$ cat config.mk
export PLATFORM = sky130hd
export DESIGN_NAME = sys_ctrl_rx
export DESIGN_NICKNAME = d
export VERILOG_FILES = /design/src/rtl/sys_ctrl_rx.sv
export SDC_FILE = /design/constraint.sdc
export NUM_CORES = 1
export LEC_CHECK = 0
export ABC_AREA = 0
export CORE_UTILIZATION = 47
export CTS_CLUSTER_SIZE = 8
export DETAILED_ROUTE_END_ITERATION = 8
export GPL_TIMING_DRIVEN = 0
export PLACE_DENSITY = 0.82
export SYNTH_ARGS = -nofsm -noshare
export SYNTH_HDL_FRONTEND = slang
export SYNTH_SLANG_ARGS = --single-unit
$ cat constraint.sdc
create_clock -name clk -period 2.3 [get_ports clk]
set_clock_uncertainty 0.15 [all_clocks]
set_input_delay 0.23 -clock clk [delete_from_list [all_inputs] [get_ports clk]]
set_output_delay 0.23 -clock clk [all_outputs]
set_load 0.05 [all_outputs]
$ cat src/rtl/sys_ctrl_rx.sv
// sys_ctrl_rx: command controller behind the UART receiver.
// Parses 2/3-byte command frames from the RX byte stream:
//   0xAA addr data -> register-file write
//   0xBB addr      -> register-file read, read data forwarded to the UART TX
//   0xCC cfg       -> receiver parity / prescale configuration
// Also keeps a saturating 8-bit error counter.
//
// Optional feature: define SYS_CTRL_TIMEOUT_EN to abort partial frames after
// TIMEOUT_CYC cycles without a byte (RD_WAIT/TX_WAIT are never timed).
//
// Ports:
//   clk, rst                   clock, synchronous active-low reset
//   rx_p_data, rx_d_valid      received byte and its one-cycle valid pulse
//   rx_frame_err               one-cycle pulse per dropped (bad parity/stop) byte
//   rf_addr, rf_wr_data        register-file address / write data
//   rf_wr_en, rf_rd_en         one-cycle register-file strobes
//   rf_rd_data, rf_rd_valid    register-file read return
//   tx_p_data, tx_d_valid      byte and one-cycle request to the transmitter
//   tx_busy                    transmitter occupied
//   PAR_EN, PAR_TYP, Prescale  receiver configuration
//   err_cnt                    saturating error count
module sys_ctrl_rx #(
    parameter int unsigned ADDR_W      = 4,
    parameter int unsigned TIMEOUT_CYC = 1023
) (
    input  logic              clk,
    input  logic              rst,
    input  logic [7:0]        rx_p_data,
    input  logic              rx_d_valid,
    input  logic              rx_frame_err,
    output logic [ADDR_W-1:0] rf_addr,
    output logic [7:0]        rf_wr_data,
    output logic              rf_wr_en,
    output logic              rf_rd_en,
    input  logic [7:0]        rf_rd_data,
    input  logic              rf_rd_valid,
    output logic [7:0]        tx_p_data,
    output logic              tx_d_valid,
    input  logic              tx_busy,
    output logic              PAR_EN,
    output logic              PAR_TYP,
    output logic [5:0]        Prescale,
    output logic [7:0]        err_cnt
);

    typedef enum logic [2:0] {
        IDLE     = 3'd0,
        WR_ADDR  = 3'd1,
        WR_DATA  = 3'd2,
        RD_ADDR  = 3'd3,
        RD_WAIT  = 3'd4,
        TX_WAIT  = 3'd5,
        CFG_DATA = 3'd6
    } state_e;

    state_e            state_q, state_d;
    logic [ADDR_W-1:0] rf_addr_q, rf_addr_d;
    logic [7:0]        rf_wr_data_q, rf_wr_data_d;
    logic              rf_wr_en_q, rf_wr_en_d;
    logic              rf_rd_en_q, rf_rd_en_d;
    logic [7:0]        rd_data_q, rd_data_d;
    logic [7:0]        tx_p_data_q, tx_p_data_d;
    logic              tx_d_valid_q, tx_d_valid_d;
    logic              par_en_q, par_en_d;
    logic              par_typ_q, par_typ_d;
    logic [5:0]        prescale_q, prescale_d;
    logic [7:0]        err_cnt_q, err_cnt_d;
    logic              err_inc_c;
    logic              addr_ok_c;
    logic              tmo_hit_c;

    // Address byte is valid only if all bits above the address field are zero
    assign addr_ok_c = (rx_p_data >> ADDR_W) == 8'd0;

`ifdef SYS_CTRL_TIMEOUT_EN
    localparam int unsigned TMO_W = $clog2(TIMEOUT_CYC + 1);

    logic [TMO_W-1:0] tmo_cnt_q, tmo_cnt_d;
    logic             timed_c;
    logic             quiet_c;

    assign timed_c = (state_q == WR_ADDR) || (state_q == WR_DATA) ||
                     (state_q == RD_ADDR) || (state_q == CFG_DATA);
    assign quiet_c = !rx_d_valid && !rx_frame_err;
    // Fires in the TIMEOUT_CYC-th consecutive byte-less cycle of a partial frame
    assign tmo_hit_c = timed_c && quiet_c &&
                       (tmo_cnt_q == TMO_W'(TIMEOUT_CYC - 1));

    // Count byte-less cycles; any byte or leaving the timed states restarts it
    always_comb begin
        tmo_cnt_d = '0;
        if (timed_c && quiet_c && !tmo_hit_c) begin
            tmo_cnt_d = tmo_cnt_q + TMO_W'(1);
        end
    end

    always_ff @(posedge clk) begin
        if (!rst) begin
            tmo_cnt_q <= '0;
        end else begin
            tmo_cnt_q <= tmo_cnt_d;
        end
    end
`else
    // No timeout: partial frames wait indefinitely (parameter kept for a uniform interface)
    assign tmo_hit_c = (TIMEOUT_CYC == 0) && 1'b0;
`endif

    // Next-state and registered-output logic
    always_comb begin
        state_d      = state_q;
        rf_addr_d    = rf_addr_q;
        rf_wr_data_d = rf_wr_data_q;
        rf_wr_en_d   = 1'b0;
        rf_rd_en_d   = 1'b0;
        rd_data_d    = rd_data_q;
        tx_p_data_d  = tx_p_data_q;
        tx_d_valid_d = 1'b0;
        par_en_d     = par_en_q;
        par_typ_d    = par_typ_q;
        prescale_d   = prescale_q;
        err_inc_c    = 1'b0;

        // A frame error discards any coincident byte and the partial frame
        if (rx_frame_err || tmo_hit_c) begin
            state_d   = IDLE;
            err_inc_c = 1'b1;
        end else begin
            case (state_q)
                IDLE: begin
                    if (rx_d_valid) begin
                        if (rx_p_data == 8'hAA) begin
                            state_d = WR_ADDR;
                        end else if (rx_p_data == 8'hBB) begin
                            state_d = RD_ADDR;
                        end else if (rx_p_data == 8'hCC) begin
                            state_d = CFG_DATA;
                        end else begin
                            err_inc_c = 1'b1;
                        end
                    end
                end
                WR_ADDR: begin
                    if (rx_d_valid) begin
                        if (addr_ok_c) begin
                            rf_addr_d = rx_p_data[ADDR_W-1:0];
                            state_d   = WR_DATA;
                        end else begin
                            state_d   = IDLE;
                            err_inc_c = 1'b1;
                        end
                    end
                end
                WR_DATA: begin
                    if (rx_d_valid) begin
                        rf_wr_data_d = rx_p_data;
                        rf_wr_en_d   = 1'b1;
                        state_d      = IDLE;
                    end
                end
                RD_ADDR: begin
                    if (rx_d_valid) begin
                        if (addr_ok_c) begin
                            rf_addr_d  = rx_p_data[ADDR_W-1:0];
                            rf_rd_en_d = 1'b1;
                            state_d    = RD_WAIT;
                        end else begin
                            state_d   = IDLE;
                            err_inc_c = 1'b1;
                        end
                    end
                end
                RD_WAIT: begin
                    // Bytes here are overruns: counted, state kept
                    err_inc_c = rx_d_valid;
                    if (rf_rd_valid) begin
                        rd_data_d = rf_rd_data;
                        state_d   = TX_WAIT;
                    end
                end
                TX_WAIT: begin
                    err_inc_c = rx_d_valid;
                    if (!tx_busy) begin
                        tx_p_data_d  = rd_data_q;
                        tx_d_valid_d = 1'b1;
                        state_d      = IDLE;
                    end
                end
                CFG_DATA: begin
                    if (rx_d_valid) begin
                        // A zero prescale is illegal: keep the old configuration
                        if (rx_p_data[7:2] != 6'd0) begin
                            par_en_d   = rx_p_data[0];
                            par_typ_d  = rx_p_data[1];
                            prescale_d = rx_p_data[7:2];
                        end else begin
                            err_inc_c = 1'b1;
                        end
                        state_d = IDLE;
                    end
                end
                default: begin
                    state_d = IDLE;
                end
            endcase
        end
    end

    // Saturating error counter
    always_comb begin
        err_cnt_d = err_cnt_q;
        if (err_inc_c && (err_cnt_q != 8'hFF)) begin
            err_cnt_d = err_cnt_q + 8'd1;
        end
    end

    always_ff @(posedge clk) begin
        if (!rst) begin
            state_q      <= IDLE;
            rf_addr_q    <= '0;
            rf_wr_data_q <= 8'd0;
            rf_wr_en_q   <= 1'b0;
            rf_rd_en_q   <= 1'b0;
            rd_data_q    <= 8'd0;
            tx_p_data_q  <= 8'd0;
            tx_d_valid_q <= 1'b0;
            par_en_q     <= 1'b1;
            par_typ_q    <= 1'b0;
            prescale_q   <= 6'd8;
            err_cnt_q    <= 8'd0;
        end else begin
            state_q      <= state_d;
            rf_addr_q    <= rf_addr_d;
            rf_wr_data_q <= rf_wr_data_d;
            rf_wr_en_q   <= rf_wr_en_d;
            rf_rd_en_q   <= rf_rd_en_d;
            rd_data_q    <= rd_data_d;
            tx_p_data_q  <= tx_p_data_d;
            tx_d_valid_q <= tx_d_valid_d;
            par_en_q     <= par_en_d;
            par_typ_q    <= par_typ_d;
            prescale_q   <= prescale_d;
            err_cnt_q    <= err_cnt_d;
        end
    end

    assign rf_addr    = rf_addr_q;
    assign rf_wr_data = rf_wr_data_q;
    assign rf_wr_en   = rf_wr_en_q;
    assign rf_rd_en   = rf_rd_en_q;
    assign tx_p_data  = tx_p_data_q;
    assign tx_d_valid = tx_d_valid_q;
    assign PAR_EN     = par_en_q;
    assign PAR_TYP    = par_typ_q;
    assign Prescale   = prescale_q;
    assign err_cnt    = err_cnt_q;

endmodule

==> run_results.csv <==
group,metric,value,unit
run_status,outcome,"complete, no violations",
power_and_ir_drop,vdd_drop_max,0.000424,V
yosys,async_flop_share,0,
sta,whs,0.204,ns
drt,antenna_left,0,
yosys,synth_commonest_cells,"dfxtp_1, nor2_1, mux2i_1, nand2_1, nand3_1",
cts,clk_latency,0.31,ns
critical_path,start_kind,"input pin",
cts,tritoncts,"done",
drt,route.vias.total,1919,
yosys,synth-seq-cells,50,
sta,period_share,0.969,
critical_path,worst-path-buf-inv,1,
yosys,synth_mux_area_frac,0.164,
yosys,ys_top_cells_by_area,"dfxtp_1, mux2i_1, nor2_1",
cts,cts_buffers,5,
cts,max-clock-path-buffers,2,
yosys,ys_types,44,
sta,finalHoldViolCount,0,
yosys,synth_top_family_by_area,"simple AND/OR/NAND/NOR gates",
place,placed_cells,339,
finish,drive_above_1_share,0.0772,
critical_path,end_kind,"flop",
yosys,synth_top_cell_area_share,0.467,
yosys,synth_area,2140,µm²
sta,fin_crit,2.23,ns
critical_path,worstSetupPathType,"in2reg",
drt,viasPerCell,5.48,
sta,max_freq,0.449,GHz
yosys,synthAdderAreaFrac,0.00584,
hold_path,min_path_type,"in2reg",
global_route,grt-ovfl-total,0,
cts,clock_sinks,50,
cts,htree_levels,2,
yosys,synth_flop_cell,"dfxtp_1",
yosys,synth_area_leader_cell,"dfxtp_1",
yosys,synth_compound_area_frac,0.0940,
drt,drc,0,
finish,instances_no_fill,350,
power_and_ir_drop,power,1710,µW
floorplanning,io-pin-count,61,
sta,slew_viol_final,0,
drt,drtIter0Drc,194,
sta,setup_viol,0,
finish,diodes,0,
sta,fin_tns_setup,0,ns
floorplanning,start_util,0.492,
global_route,grt_use_total,0.227,
place,gp_congestion,0.809,
critical_path,critical_path.max_fanout,6,
sta,tightest_slew,0.682,ns
critical_path,cp_cell_sequence,"clkdlybuf4s50_1 > nand4bb_1 > o31ai_2 > o211ai_2 > nand2_2 > or4_1 > a21oi_1",
sta,slew_headroom,0.545,
floorplanning,core_area,4350,µm²
global_route,antenna_found_initial,0,
drt,routedWlPerCell,15.6,µm
critical_path,slowest_stage,"clkdlybuf4s50_1",
finish,fin_util,0.682,
floorplanning,fp.dieW,69.5,µm
floorplanning,die_h,69.5,µm
critical_path,critical_path_arrival,2.31,ns
yosys,synth-edff-count,0,
yosys,synth_fp_nets,250,
drt,routed_wl,5450,µm
cts,clkTransAtPathRegs,0.10,ns
drt,drt_pre_antenna_iters,4,
yosys,syn_inst,227,
cts,cts_root_buf,"clkbuf_8",
global_route,grt_max_degree,17,
global_route,grt_pass1_vias,1817,
global_route,grt_first_pass_wirelength,8660,µm
floorplanning,dieArea,4830,µm²
yosys,synth-xor-area-share,0.0199,
flow_run,maxCapViolCount,0,
finish,area_delta_synth_final,38.7,%
yosys,ys_seq_area_frac,0.467,
critical_path,path_delay_family,"simple AND/OR/NAND/NOR gates",
yosys,yosysMostFrequentCell,"dfxtp_1",
yosys,yosys_warnings,0,
yosys,synthSimpleGateAreaFrac,0.222,
place,io_buffers,60,
place,dpl.hpwl,3780,µm
floorplanning,rows,24,
power_and_ir_drop,leakagePower,0.00120,µW
power_and_ir_drop,p_per_area,577,nW/µm²
yosys,syn_avg_cell_area,9.44,µm²
finish,nets,320,
critical_path,max_stage_delay,0.62,ns
critical_path,critPathRequiredTime,2.38,ns
-- path summary, 6_finish.rpt --
kind | start | to | slack (ns) | cells past startpoint
worst min-delay path | rx_p_data[7] | Prescale[5]$_SDFFE_PN0P_ | 0.20 | 3
worst min register to register | PAR_EN$_SDFFE_PN1P_ | PAR_EN$_SDFFE_PN1P_ | 0.33 | 2
worst max-delay path | rx_p_data[2] | err_cnt[7]$_SDFFE_PN0P_ | 0.07 | 7
worst max register to register | err_cnt[0]$_SDFFE_PN0P_ | err_cnt[7]$_SDFFE_PN0P_ | 0.10 | 6
-- kinds of logic after synthesis --
logic type | after synthesis
xor+xnor | 4
simple gates | 94
compound gates | 28
fa+ha+maj | 1
mux | 35
buf+inv | 15
flops | 50
-- state kept, by name, summed over array words and instances, names as in the netlist --
name        cells
PAR_EN          1
rf_wr_en        1
PAR_TYP         1
rf_addr         4
rd_data_q       8
rf_rd_en        1
tx_p_data       8
Prescale        6
state_q         3
err_cnt         8
tx_d_valid      1
rf_wr_data      8
-- layout make-up --
class                      count  area [µm²]
fill                         354        1380
multi-input combinational    162        1090
clock inverter                 2        38.8
timing repair buffer          63         631
clock buffer                   6        82.6
tap                           52        65.1
inverter                       5        18.8
buffer                        10        41.3
sequential                    50        1000
-- power breakdown --
part	switching (µW)	total (µW)	internal, µW
Sequential	11.8	885	873
Combinational	91.6	160	68.8
Clock	310	668	358
Total	413	1710	1300
-- per-layer routing --
layer  part of all wire  wire length [µm]  GRT usage
met1               0.44              2420      0.286
met2               0.48              2590      0.372
met5                  0                 0          0
met4              0.015                80     0.0771
met3              0.065               353     0.0654
-- worst register-to-register path, cell delays in order, from the launching register on --
cell and delay (ns):
dfxtp_1 0.39, ha_1 0.25, and3_1 0.22, a31oi_2 0.27, nand2_2 0.11, or4_1 0.54, a21oi_1 0.20
-- cell usage in the layout, fill, tap and decap left out, drive strengths merged, types with 2 or more instances in the layout --
master         instances
clkbuf                14
o31ai                  2
o21ai                  6
nor2                  45
nor4                   4
o211ai                 2
dlymetal6s2s           3
xor2                   3
mux2i                 35
a31oi                  2
inv                    5
nand4bb                2
or4                    3
and3                   4
and2                   2
nor2b                  3
nand2b                 5
a21oi                  7
nand3                  9
nand2                 10
clkdlybuf4s50         57
or3                    3
o2111ai                2
dfxtp                 50
buf                    5
-- timing repair --
item / CTS / global route
hold endpoints to repair: 0 / 0
gates resized for setup: 0 / 7
hold buffers: 0 / 0
setup endpoints to repair: 1 / 9
pin swaps: 1 / 1
setup buffers: 1 / 2
-- through the flow --
stage                     setup slack [ns]  instance area (µm²)
final                               0.0711                 2970
after global routing               -0.0264                 2970
after CTS                          0.00122                 2940
after detailed placement            -0.443                 2810
after global placement              -0.351                 2810
after floorplan                     0.0755                 2140
(Power assumes the default switching activity.)
